**config.mk**
```make
export PLATFORM = sky130hd
export DESIGN_NAME = dbus_arbiter
export DESIGN_NICKNAME = d
export VERILOG_FILES = /design/src/rtl/dbus_pkg.sv /design/src/rtl/rr_pick2.sv /design/src/rtl/dbus_arbiter.sv
export SDC_FILE = /design/constraint.sdc
export NUM_CORES = 1
export LEC_CHECK = 0
export CELL_PAD_IN_SITES_DETAIL_PLACEMENT = 2
export CELL_PAD_IN_SITES_GLOBAL_PLACEMENT = 2
export CORE_AREA = 2 2 155 81
export DETAILED_ROUTE_END_ITERATION = 12
export DIE_AREA = 0 0 157 83
export MAX_ROUTING_LAYER = met4
export PLACE_DENSITY = 0.83
export RECOVER_POWER = 25
export SETUP_SLACK_MARGIN = 0.5
export SLEW_MARGIN = 20
export SYNTH_ARGS = -nofsm -noshare
export SYNTH_HDL_FRONTEND = slang
export SYNTH_SLANG_ARGS = --single-unit
```
**constraint.sdc**
```tcl
create_clock -name clk -period 3.8 [get_ports clk]
set_clock_uncertainty 0.05 [all_clocks]
set_input_delay 0.76 -clock clk [delete_from_list [all_inputs] [get_ports clk]]
set_output_delay 0.76 -clock clk [all_outputs]
set_load 0.01 [all_outputs]
```
**src/rtl/dbus_pkg.sv**
```systemverilog
// Shared definitions for the data bus and its two-master arbiter.
package dbus_pkg;

  localparam int AW_DEF = 16;
  localparam int DW_DEF = 16;

  localparam int M0 = 0;
  localparam int M1 = 1;

  typedef enum logic [1:0] {
    IDLE = 2'd0,
    OWN0 = 2'd1,
    OWN1 = 2'd2
  } own_t;

endpackage

```
**src/rtl/rr_pick2.sv**
```systemverilog
// Combinational two-way winner select with lock/hold and round-robin fallback.
module rr_pick2
  import dbus_pkg::*;
#(
  parameter int PRIO_M0 = 1
) (
  input  logic [1:0] req,
  input  logic [1:0] last,
  input  logic       lock,
  input  logic       hold_ok,
  output logic [1:0] win
);

  always_comb begin
    win = 2'b00;
    if (req[M0] ^ req[M1]) begin
      win = req;
    end else if (req[M0] && req[M1]) begin
      if (last == 2'b00)
        win = (PRIO_M0 != 0) ? 2'b01 : 2'b10;
      else if (lock && hold_ok)
        win = last;
      else
        win = ~last;
    end
  end

endmodule

```
**src/rtl/dbus_arbiter.sv**
```systemverilog
// Two-master arbiter for the shared data bus: grant, bus mux and read-return routing.
module dbus_arbiter
  import dbus_pkg::*;
#(
  parameter int AW       = AW_DEF,
  parameter int DW       = DW_DEF,
  parameter int HOLD_MAX = 8,
  parameter int PRIO_M0  = 1
) (
  input  logic          clk,
  input  logic          rst_n,
  input  logic          m0_req,
  input  logic          m0_we,
  input  logic          m0_lock,
  input  logic [AW-1:0] m0_addr,
  input  logic [DW-1:0] m0_din,
  output logic          m0_gnt,
  output logic          m0_rvalid,
  output logic [DW-1:0] m0_rdata,
  input  logic          m1_req,
  input  logic          m1_we,
  input  logic          m1_lock,
  input  logic [AW-1:0] m1_addr,
  input  logic [DW-1:0] m1_din,
  output logic          m1_gnt,
  output logic          m1_rvalid,
  output logic [DW-1:0] m1_rdata,
  output logic [AW-1:0] bus_addr,
  output logic [DW-1:0] bus_din,
  output logic          bus_we,
  input  logic [DW-1:0] bus_dout
);

  localparam int HW = $clog2(HOLD_MAX + 1);
  localparam logic [HW-1:0] HOLD_LIM = HW'(HOLD_MAX);

  own_t          state, state_nxt;
  logic [HW-1:0] hold_cnt, hold_nxt;
  logic [1:0]    req, last, win_raw, win;
  logic          own_lock, hold_ok, other_req, rd_acc;
  logic          rd_pend_p1, rd_own_p1;
  logic [DW-1:0] m0_rdata_q, m1_rdata_q;

  assign req      = {m1_req, m0_req};
  assign last     = (state == OWN0) ? 2'b01 : (state == OWN1) ? 2'b10 : 2'b00;
  assign own_lock = (state == OWN0) ? m0_lock : (state == OWN1) ? m1_lock : 1'b0;
  assign hold_ok  = (hold_cnt < HOLD_LIM);

  rr_pick2 #(.PRIO_M0(PRIO_M0)) u_pick (
    .req     (req),
    .last    (last),
    .lock    (own_lock),
    .hold_ok (hold_ok),
    .win     (win_raw)
  );

  // Grants are suppressed while reset is held so the bus is quiet immediately.
  assign win    = rst_n ? win_raw : 2'b00;
  assign m0_gnt = win[M0];
  assign m1_gnt = win[M1];

  always_comb begin
    bus_we   = 1'b0;
    bus_addr = '0;
    bus_din  = '0;
    if (win[M0]) begin
      bus_we   = m0_we;
      bus_addr = m0_addr;
      bus_din  = m0_din;
    end else if (win[M1]) begin
      bus_we   = m1_we;
      bus_addr = m1_addr;
      bus_din  = m1_din;
    end
  end

  assign rd_acc    = (|win) & ~bus_we;
  assign other_req = (win[M0] & m1_req) | (win[M1] & m0_req);

  always_comb begin
    state_nxt = IDLE;
    hold_nxt  = '0;
    if (win[M0])
      state_nxt = OWN0;
    else if (win[M1])
      state_nxt = OWN1;
    if ((|win) && (win == last) && other_req)
      hold_nxt = (hold_cnt == HOLD_LIM) ? hold_cnt : hold_cnt + 1'b1;
  end

  always_ff @(posedge clk or negedge rst_n) begin
    if (!rst_n) begin
      state    <= IDLE;
      hold_cnt <= '0;
    end else begin
      state    <= state_nxt;
      hold_cnt <= hold_nxt;
    end
  end

  // Stage 1: read issued last cycle, bus_dout now carries its data.
  always_ff @(posedge clk or negedge rst_n) begin
    if (!rst_n) begin
      rd_pend_p1 <= 1'b0;
      rd_own_p1  <= 1'b0;
      m0_rdata_q <= '0;
      m1_rdata_q <= '0;
    end else begin
      rd_pend_p1 <= rd_acc;
      rd_own_p1  <= win[M1];
      if (m0_rvalid)
        m0_rdata_q <= bus_dout;
      if (m1_rvalid)
        m1_rdata_q <= bus_dout;
    end
  end

  assign m0_rvalid = rd_pend_p1 & ~rd_own_p1;
  assign m1_rvalid = rd_pend_p1 & rd_own_p1;
  assign m0_rdata  = m0_rvalid ? bus_dout : m0_rdata_q;
  assign m1_rdata  = m1_rvalid ? bus_dout : m1_rdata_q;

endmodule

```
==> reports/results.ini, run 1 <==
[outcome]
outcome=complete, but fails checks
violations=capacitance limit, slew limit

[timing]
min_period_ns=3.23
tightest_slew_ns=1.75
rsz0062_at_grt=no
hold_viol_final=0
whs_ns=0.338
slew_headroom=-0.170
timing.final.ws_setup_ns=0.566
fmax_mhz=309
fin_crit_sh=0.851
drv_slew=33
finalSetupViolations=0
tns_ns=0

[power]
power_mw=1.90
peakVddDrop_mv=0.198
power.density_nw_per_um2=396
power_leakage_nw=2.02

[routing]
vias=2630
ant_nets=0
drt_iter0_drc=85
route.detailed.drc=0
vias_per_cell=4.39
wl_per_cell_um=19.0
dr.pass1.iters=4
routed_wl_um=11400

[critical_path]
worstSetupEndpointType=output pin
cpPeakStageDelay_ns=0.29
required_ns=2.99
worstPathBufferInverterCount=4
ff2ff_path_depth=7
rrSetupSlack_ns=1.65
crit_arrival_ns=2.42
crit_family=buffers and inverters
crit_type=in -> out
crit_fanout=4
reg2reg_to=hold_cnt[1]
critPathSlowestCell=o31ai_4
cp_cell_sequence=clkdlybuf4s15_1 -> mux2i_2 -> o21a_1 -> o31ai_4 -> nand2_4 -> buf_12 -> clkbuf_16 -> o22ai_2 -> buf_2
start_kind=primary input
reg2reg_from=state[1]

[clock_tree]
tritoncts=yes
cts.clk_slew.worst_paths_ns=0.06
worstSkewPairLatency_ns=0.28
cts_root_buffer=clkbuf_16
cts_buffers=5
ctsHoldBuffers=0
cts_max_path_buffers=2
clock-sinks=40
htreeDepth=2

[grt]
grt_pass1_vias=3086
grt_max_degree=33
grt_pass1_wl_um=17600
antenna_found_initial=0
grtUsageMet2=0.294
gr-usage-all-layers=0.180
use_met3=0.0297
grt-ovfl-total=0
globalRouteMet1Util=0.239
busiest_layer=met2

[final_layout]
ff_latch_area_um2=1000
fillers=1239
instances_no_fill=599
syn_to_final_growth_pct=89.9
post-route-cell-area_um2=4790
drive_gt1_frac=0.357
utilization=0.413
n_antenna_cell=0
multi_input_area_um2=1470
final_nets=526

[synthesis]
ys.warnings.count=0
syn_nets=344
netlist_top_cells_area=dfrtp_1 40%, mux2_2 14%, o22ai_2 14%
synthesis.area_um2=2520
ys_ff_latch=40
synth_largest_area_cell=dfrtp_1
yosys.cell_types.count=35
synth_flop_cell=dfrtp_1
synthCells=251
synth_edf_count=0
yosysSeqAreaShare=0.397
async_reset_ff_frac=1.00
syn_avg_cell_area_um2=10.1
synth_top_area_frac=0.397

[floorplanning]
dieArea_um2=13000
core_area_um2=11600
rows=28
io_pins=157
initial_core_util=0.218
die_h_um=83
dieWidth_um=157

[place]
dp_hpwl_um=8210
dp_slack_ns=-0.270
dp_cells=577
gp_congestion=0.730
io_buffers=156
placed_area_um2=4400

[hold_path]
hold_path.class=in -> async

[run]
drv_cap=1

[cells by family after synthesis]
group	after synthesis	synth area share
mux	35	0.155
xor+xnor	2	0.00694
compound gates	50	0.205
buf+inv	29	0.0590
fa+ha+maj	5	0.0248
simple gates	90	0.153
flops	40	0.397
[registers in the layout, summed over array words and instances, names as in the netlist]
| name | flops |
|---|---|
| hold_cnt | 4 |
| m0_rdata_q | 16 |
| m1_rdata_q | 16 |
| rd_own_p1 | 1 |
| rd_pend_p1 | 1 |
| state | 2 |
[power breakdown]
group / internal [mW] / switching [mW] / total, mW
Sequential: 0.542 / 0.0324 / 0.575
Clock: 0.259 / 0.170 / 0.429
Combinational: 0.515 / 0.378 / 0.894
[cells in the mapped netlist (2+ instances only)]
master,count
clkbuf_1,5
nand3_1,2
dfrtp_1,40
a21o_1,2
buf_6,3
mux2i_1,3
inv_1,9
buf_2,11
nor2_1,3
nand4_1,2
nor2b_1,4
o31ai_2,2
o21ai_0,2
nand2_1,71
ha_1,5
o22ai_1,5
o22ai_2,28
mux2_2,32
a21oi_1,5
nand2b_1,2
[worst max path at each step]
stage	from	endpoint	slack, ns	depth (start not counted)
floorplan	m0_req	bus_addr[0]	0.91	8
global placement	m0_req	bus_din[10]	-0.20	8
detailed placement	m1_req	bus_din[7]	-0.27	8
CTS	m0_req	bus_din[7]	0.50	9
global route	m1_lock	bus_addr[1]	0.49	9
finish	m0_lock	bus_din[2]	0.57	9
[what timing repair did]
item                                    in CTS  in global routing
buffers inserted                             6                  2
resized for setup                          147                 15
endpoints found under the setup margin      35                 27
cloned                                       4                  2
pin swaps                                    2                  2
[cell usage in the layout (no fill, tap or decap), drive strengths merged, types with 2 or more instances in the layout]
| master | Yosys | layout |
|---|---|---|
| a21o | 2 | 2 |
| nor2 | 3 | 3 |
| o21ai | 3 | 3 |
| inv | 9 | 9 |
| nand3 | 2 | 2 |
| nand2b | 2 | 2 |
| ha | 5 | 5 |
| a21oi | 5 | 5 |
| nand2 | 72 | 72 |
| clkdlybuf4s15 | 0 | 10 |
| mux2i | 3 | 3 |
| mux2 | 32 | 32 |
| nor2b | 4 | 4 |
| clkbuf | 5 | 11 |
| nand4 | 2 | 2 |
| clkinv | 0 | 2 |
| dfrtp | 40 | 40 |
| o31ai | 3 | 3 |
| buf | 15 | 63 |
| o22ai | 33 | 33 |
| clkdlybuf4s50 | 0 | 116 |
[per-layer routing]
layer  vias to the layer above  wire [um]
met3                         8        343
met4                         0        111
li1                       1240          -
met5                         -          0
met1                      1318       5580
met2                        64       5330
[final cells by class]
class                   instances  share of cell area
repair buffers                195               0.404
multi-input cells             182               0.306
flip-flops and latches         40               0.209
well taps                     165              0.0431
clock buffers                   6              0.0290
inverters                       9             0.00705
clock inverters                 2             0.00209
Power figures use the tool's default switching activity.
==> run 2, diff against run 1 <==
- PLACE_DENSITY: 0.83 -> 0.88
==> reports/results.ini, run 2 (synthesized netlist as in run 1, its figures left out) <==
[outcome]
violations=capacitance limit, slew limit
outcome=complete, but fails checks

[routing]
drt_iter0_drc=68  ; -20%
dr.pass1.iters=4  ; unchanged
ant_nets=0  ; unchanged
wl_per_cell_um=19.0  ; +0.35%
vias=2660  ; +1.1%
route.detailed.drc=0  ; unchanged
vias_per_cell=4.40  ; +0.30%
routed_wl_um=11500  ; +1.2%

[place]
gp_congestion=0.825  ; +13%
dp_hpwl_um=8160  ; -0.67%
placed_area_um2=4360  ; -0.97%
io_buffers=156  ; unchanged

[clock_tree]
cts_max_path_buffers=2  ; unchanged
htreeDepth=2  ; unchanged
cts_root_buffer=clkbuf_16
ctsHoldBuffers=0  ; unchanged
tritoncts=yes
worstSkewPairLatency_ns=0.28  ; about the same
clock-sinks=40  ; unchanged
cts_buffers=5  ; unchanged
cts.clk_slew.worst_paths_ns=0.06  ; about the same

[timing]
hold_viol_final=0  ; unchanged
finalSetupViolations=0  ; unchanged
tightest_slew_ns=1.76  ; +0.00361 ns
fin_crit_sh=0.853  ; +0.00167
tns_ns=0  ; unchanged
rsz0062_at_grt=no
fmax_mhz=309  ; -0.20%
slew_headroom=-0.172  ; -0.00241
drv_slew=33  ; unchanged
whs_ns=0.366  ; +0.0279 ns
min_period_ns=3.24  ; +0.00634 ns

[floorplanning]
dieArea_um2=13000  ; unchanged
dieWidth_um=157  ; unchanged
initial_core_util=0.218  ; unchanged
core_area_um2=11600  ; unchanged
io_pins=157  ; unchanged
rows=28  ; unchanged
die_h_um=83  ; unchanged

[final_layout]
final_common_cell=clkdlybuf4s50_1
largestRegisters=m0_rdata_q: 16 flops, m1_rdata_q: 16 flops, hold_cnt: 4 flops
post-route-cell-area_um2=4800  ; about the same
syn_to_final_growth_pct=90.0  ; about the same
drive_gt1_frac=0.360  ; +0.00277
final_nets=531  ; +0.95%
n_antenna_cell=0  ; unchanged
final_cell_mix=116 x clkdlybuf4s50_1, 71 x nand2_1, 40 x dfrtp_1, 37 x buf_4, 32 x mux2_2
fillers=1239  ; unchanged
utilization=0.414  ; about the same

[grt]
grt_pass1_wl_um=17600  ; -0.43%
antenna_found_initial=0  ; unchanged
grt_max_degree=35  ; +6.1%
gr-usage-all-layers=0.180  ; -0.000259
grt_pass1_vias=3045  ; -1.3%
grt-ovfl-total=0  ; unchanged

[run]
drv_cap=1  ; unchanged

[hold_path]
hold_path.class=in -> async

[power]
p_int_mw=1.31  ; -0.64%
power_leakage_nw=2.03  ; +0.58%
power.density_nw_per_um2=391  ; -1.3%
combPwrFrac=0.467  ; -0.004
p_sw_frac=0.302  ; -0.00430
peakVddDrop_mv=0.248  ; +25%
clkPwrFrac=0.226  ; about the same
seq_power_share=0.307  ; +0.004
p_switching_uw=566  ; -2.6%

[critical_path]
worstSetupEndpointType=output pin
crit_type=reg -> out
crit_fanout=15  ; +11
start_kind=flip-flop
required_ns=2.99  ; about the same
crit_arrival_ns=2.43  ; about the same

## run 2: changes by cell type in the layout (fill, tap and decap cells not counted), sizes merged
cell	before	now
clkdlybuf4s15	10	12
clkbuf	11	8
dlygate4sd2	1	7
## run 2: timing repair
| action | in CTS | in global routing |
|---|---|---|
| endpoints found under the setup margin | 35 | 36 |
| pin swaps | 3 | 4 |
| resized for setup | 128 | 22 |
| cloned | 3 | 0 |
| setup buffers | 17 | 3 |
## run 2: path summary, 6_finish.rpt
path	slack, ns	cells after the start	endpoint	startpoint
worst max-delay path	0.56	9	bus_din[10]	state[0]
worst min-delay path	0.37	1	hold_cnt[2]	rst_n
worst max register to register	0.64	18	hold_cnt[1]	state[0]
worst min register to register	0.45	1	m0_rdata_q[3]	m0_rdata_q[3]
max in group asynchronous	1.34	2	m1_rdata_q[5]	rst_n
min in group clk	0.45	1	m0_rdata_q[3]	m0_rdata_q[3]
## run 2: power groups by stage
stage / clock (mW) / combinational, mW / sequential (mW)
after global routing: 0.462 / 0.934 / 0.589
after detailed placement: 0 / 0.824 / 0.583
final: 0.424 / 0.874 / 0.576
after CTS: 0.446 / 0.866 / 0.577
after global placement: 0 / 0.801 / 0.573
after floorplan: 0 / 0.352 / 0.567
## run 2: layout make-up
type                    instances  area, um^2  area share
clock buffers                   6         139      0.0290
flip-flops and latches         40        1000       0.209
multi-input cells             182        1490       0.310
well taps                     165         206      0.0430
inverters                       9        33.8     0.00704
repair buffers                200        1920       0.400
clock inverters                 2        10.0     0.00209
## run 2: stage by stage
stage / power, mW / instances / worst slack (ns)
2_1_floorplan: 0.919 / 251 / 0.908
3_3_place_gp: 1.37 / 573 / -0.111
3_5_place_dp: 1.41 / 573 / -0.197
4_1_cts: 1.89 / 601 / 0.506
5_1_grt: 1.98 / 604 / 0.482
6_report: 1.87 / 604 / 0.560
## run 2: layer usage
| layer | part of all wire | up-vias | track usage |
|---|---|---|---|
| li1 | - | 1249 | - |
| met1 | 0.46 | 1334 | 0.232 |
| met2 | 0.48 | 70 | 0.298 |
| met3 | 0.045 | 7 | 0.0360 |
| met4 | 0.0075 | 0 | 0.0267 |
| met5 | 0 | - | - |
## run 2: worst max-delay path: stages (launching register included)
cell and delay [ns]:
dfrtp_1 0.42, ha_4 0.20, mux2i_2 0.16, o21a_1 0.24
o31ai_4 0.31, nand2_4 0.15, buf_12 0.18, buf_16 0.15
o22ai_2 0.16, buf_2 0.16
==> RTL edit (config.mk and constraints of run 2) <==
Set the package constant `AW_DEF` to 18 (it was 16).
--- a/src/rtl/dbus_pkg.sv
+++ b/src/rtl/dbus_pkg.sv
@@ -3,3 +3,3 @@
 
-  localparam int AW_DEF = 16;
+  localparam int AW_DEF = 18;
   localparam int DW_DEF = 16;
Interface: changed (resized bus_addr, m0_addr and m1_addr); port bits go from 157 to 163. No check against the original RTL was run, so the function may have changed too.
==> RTL edit against run 2 <==
  * Synthesized area fell by 11%
  * Setup slack worse by 0.062 ns
  * First-iteration DRC count is 4.4% higher
  * Sequential cell count did not move
  * Total power is 0.66% lower
  * Sequential power rose by 2%
  * Register-to-register slack better by 0.75 ns
  * Cell area decreased by 7.4%
  * Worst hold slack better by 0.081 ns
  * Routed wire length is 7.4% lower
  * Clock power is 0.9% lower
  * Sequential share of layout area grew 1.7 points
  * Non-clock buffer count decreased by 10
  * Largest cell class unchanged
  * Largest power group unchanged
==> RTL edit: results (changes against run 2) <==
The largest net degree at the start of global routing came to 42 (+20%). The overall power after layout is 1.86 mW (-0.66%). The sum of met2 wire segment lengths after detailed routing was 5310 µm (-4.4%). The post-synth net total is 280 (-19%). The power in sequential cells was 0.588 mW (+2%). The classification of the worst-slack hold path is flop to flop. The final-report max-slew violation count came out at 0 (-100%). The met3 routed wirelength is 320 µm (-38%).

The area taken by multi-input logic gates came to 1170 µm² (-21%). The antenna cell count is 0 (unchanged). The switching share of power is 28.9% (-1.3 points). The number of fillers in the final layout is 1209 (-2.4%).

The maximum vdd drop came out at 0.000219 V (-12%). The flow ran to the end, and the final reports show no timing, DRC or antenna violations. The total half-perimeter wirelength after legalization and detailed placement was 8130 µm (-0.34%). In the post-synthesis netlist, the biggest area contributors are sky130_fd_sc_hd__dfrtp_1, sky130_fd_sc_hd__mux2_2, sky130_fd_sc_hd__a22o_1. The met3 track demand over resource is 3.13% (-0.47 points). The number of gates resized after cts is 136 (+6.3%).

The final hold slack is 0.448 ns (+0.0813 ns). The number of global-route vias before repair came out at 2694 (-12%). The met1 usage in global routing came out at 21.4% (-1.7 points).

The number of non-clock buffers in the layout is 190 (-5.0%). The flip-flop and latch share of the layout cell area came to 22.5% (+1.7 points). The total global-route track usage is 16.6% (-1.4 points).

The fraction of synthesized area in multiplexers came out at 16.0% (+0.53 points). The placed cell count is 511 (-11%). The number of buffers inserted by post-CTS setup repair is 10 (-7). The post-route non-filler standard cell count came out at 534 (-12%). The library cell contributing the largest single delay on the critical path is sky130_fd_sc_hd__and4_4. The net count of the finished layout is 465 (-12%). The buffering overhead is 42.3% (+2.4 points). The maximum count of clock buffers along a single path was 2 (unchanged). The max-slew headroom at the worst pin is 46.2% (+63 points). The total via count after detailed routing is 2287 (-14%). The register-to-register setup slack is 1.39 ns (+0.75 ns). The post-synthesis cell type count came to 40 (+14%). The compound-cell area share of the yosys netlist is 19.8% (-0.70 points). The largest stage delay on the critical path came out at 0.31 ns (-0.11 ns).

The number of I/O port buffers is 162 (+3.8%). The number of logic inverters in the finished layout is 10 (+1). The leakage power came out at 1.83 nW (-9.9%). By count the netlist is led by sky130_fd_sc_hd__dfrtp_1, sky130_fd_sc_hd__a22o_1, sky130_fd_sc_hd__mux2_2, sky130_fd_sc_hd__inv_1, sky130_fd_sc_hd__nand2_1.

The number of warnings reported in the yosys synthesis log is 0 (unchanged). The DRC violation total after the first TritonRoute iteration is 71 (+4.4%). The global-route wire length before repair is 15900 µm (-9.4%). The total routed wire length on the met1 layer came out at 4910 µm (-8.1%).

The routed wire length is 10600 µm (-7.4%). The synthesized area divided by synthesized cell count came out at 12.3 µm² (+22%). The met2 usage is 27.8% (-2.1 points). The register area share after synthesis came to 44.4% (+4.8 points). The count of multi-input gates came out at 121 (-34%). The fraction of area in clock buffers and inverters was 3.30% (+0.19 points). The share of cells above drive strength 1 is 32.5% (-3.5 points). The global placement routability congestion is 0.805 (-2.4%). The ratio of final minimum period to clock period came out at 86.9% (+1.6 points). The maximum fanout along the worst path was 9 (-6).
RTL edit: cells by family after synthesis:
family	Yosys count
muxes	32
AOI/OAI and AO/OA	53
xor gates and xnor gates	2
adders and majority gates	5
and+or+nand+nor	29
DFF	40
buffers and inverters	22
RTL edit: worst paths after layout:
check                               from       endpoint  cells after the start
max                               m1_req    bus_addr[6]                      9
min                        m1_rdata_q[5]  m1_rdata_q[5]                      1
max reg2reg                     state[1]     rd_pend_p1                     10
min reg2reg                m1_rdata_q[5]  m1_rdata_q[5]                      1
max in group asynchronous          rst_n  m1_rdata_q[1]                      2
min in group asynchronous          rst_n  m1_rdata_q[6]                      2
RTL edit: per-stage QoR:
stage | setup TNS [ns] | area, µm²
6_report | 0 | 4440
5_1_grt | 0 | 4440
4_1_cts | 0 | 4420
3_5_place_dp | -11.40 | 4070
3_3_place_gp | -8.87 | 4070
2_1_floorplan | 0 | 2250
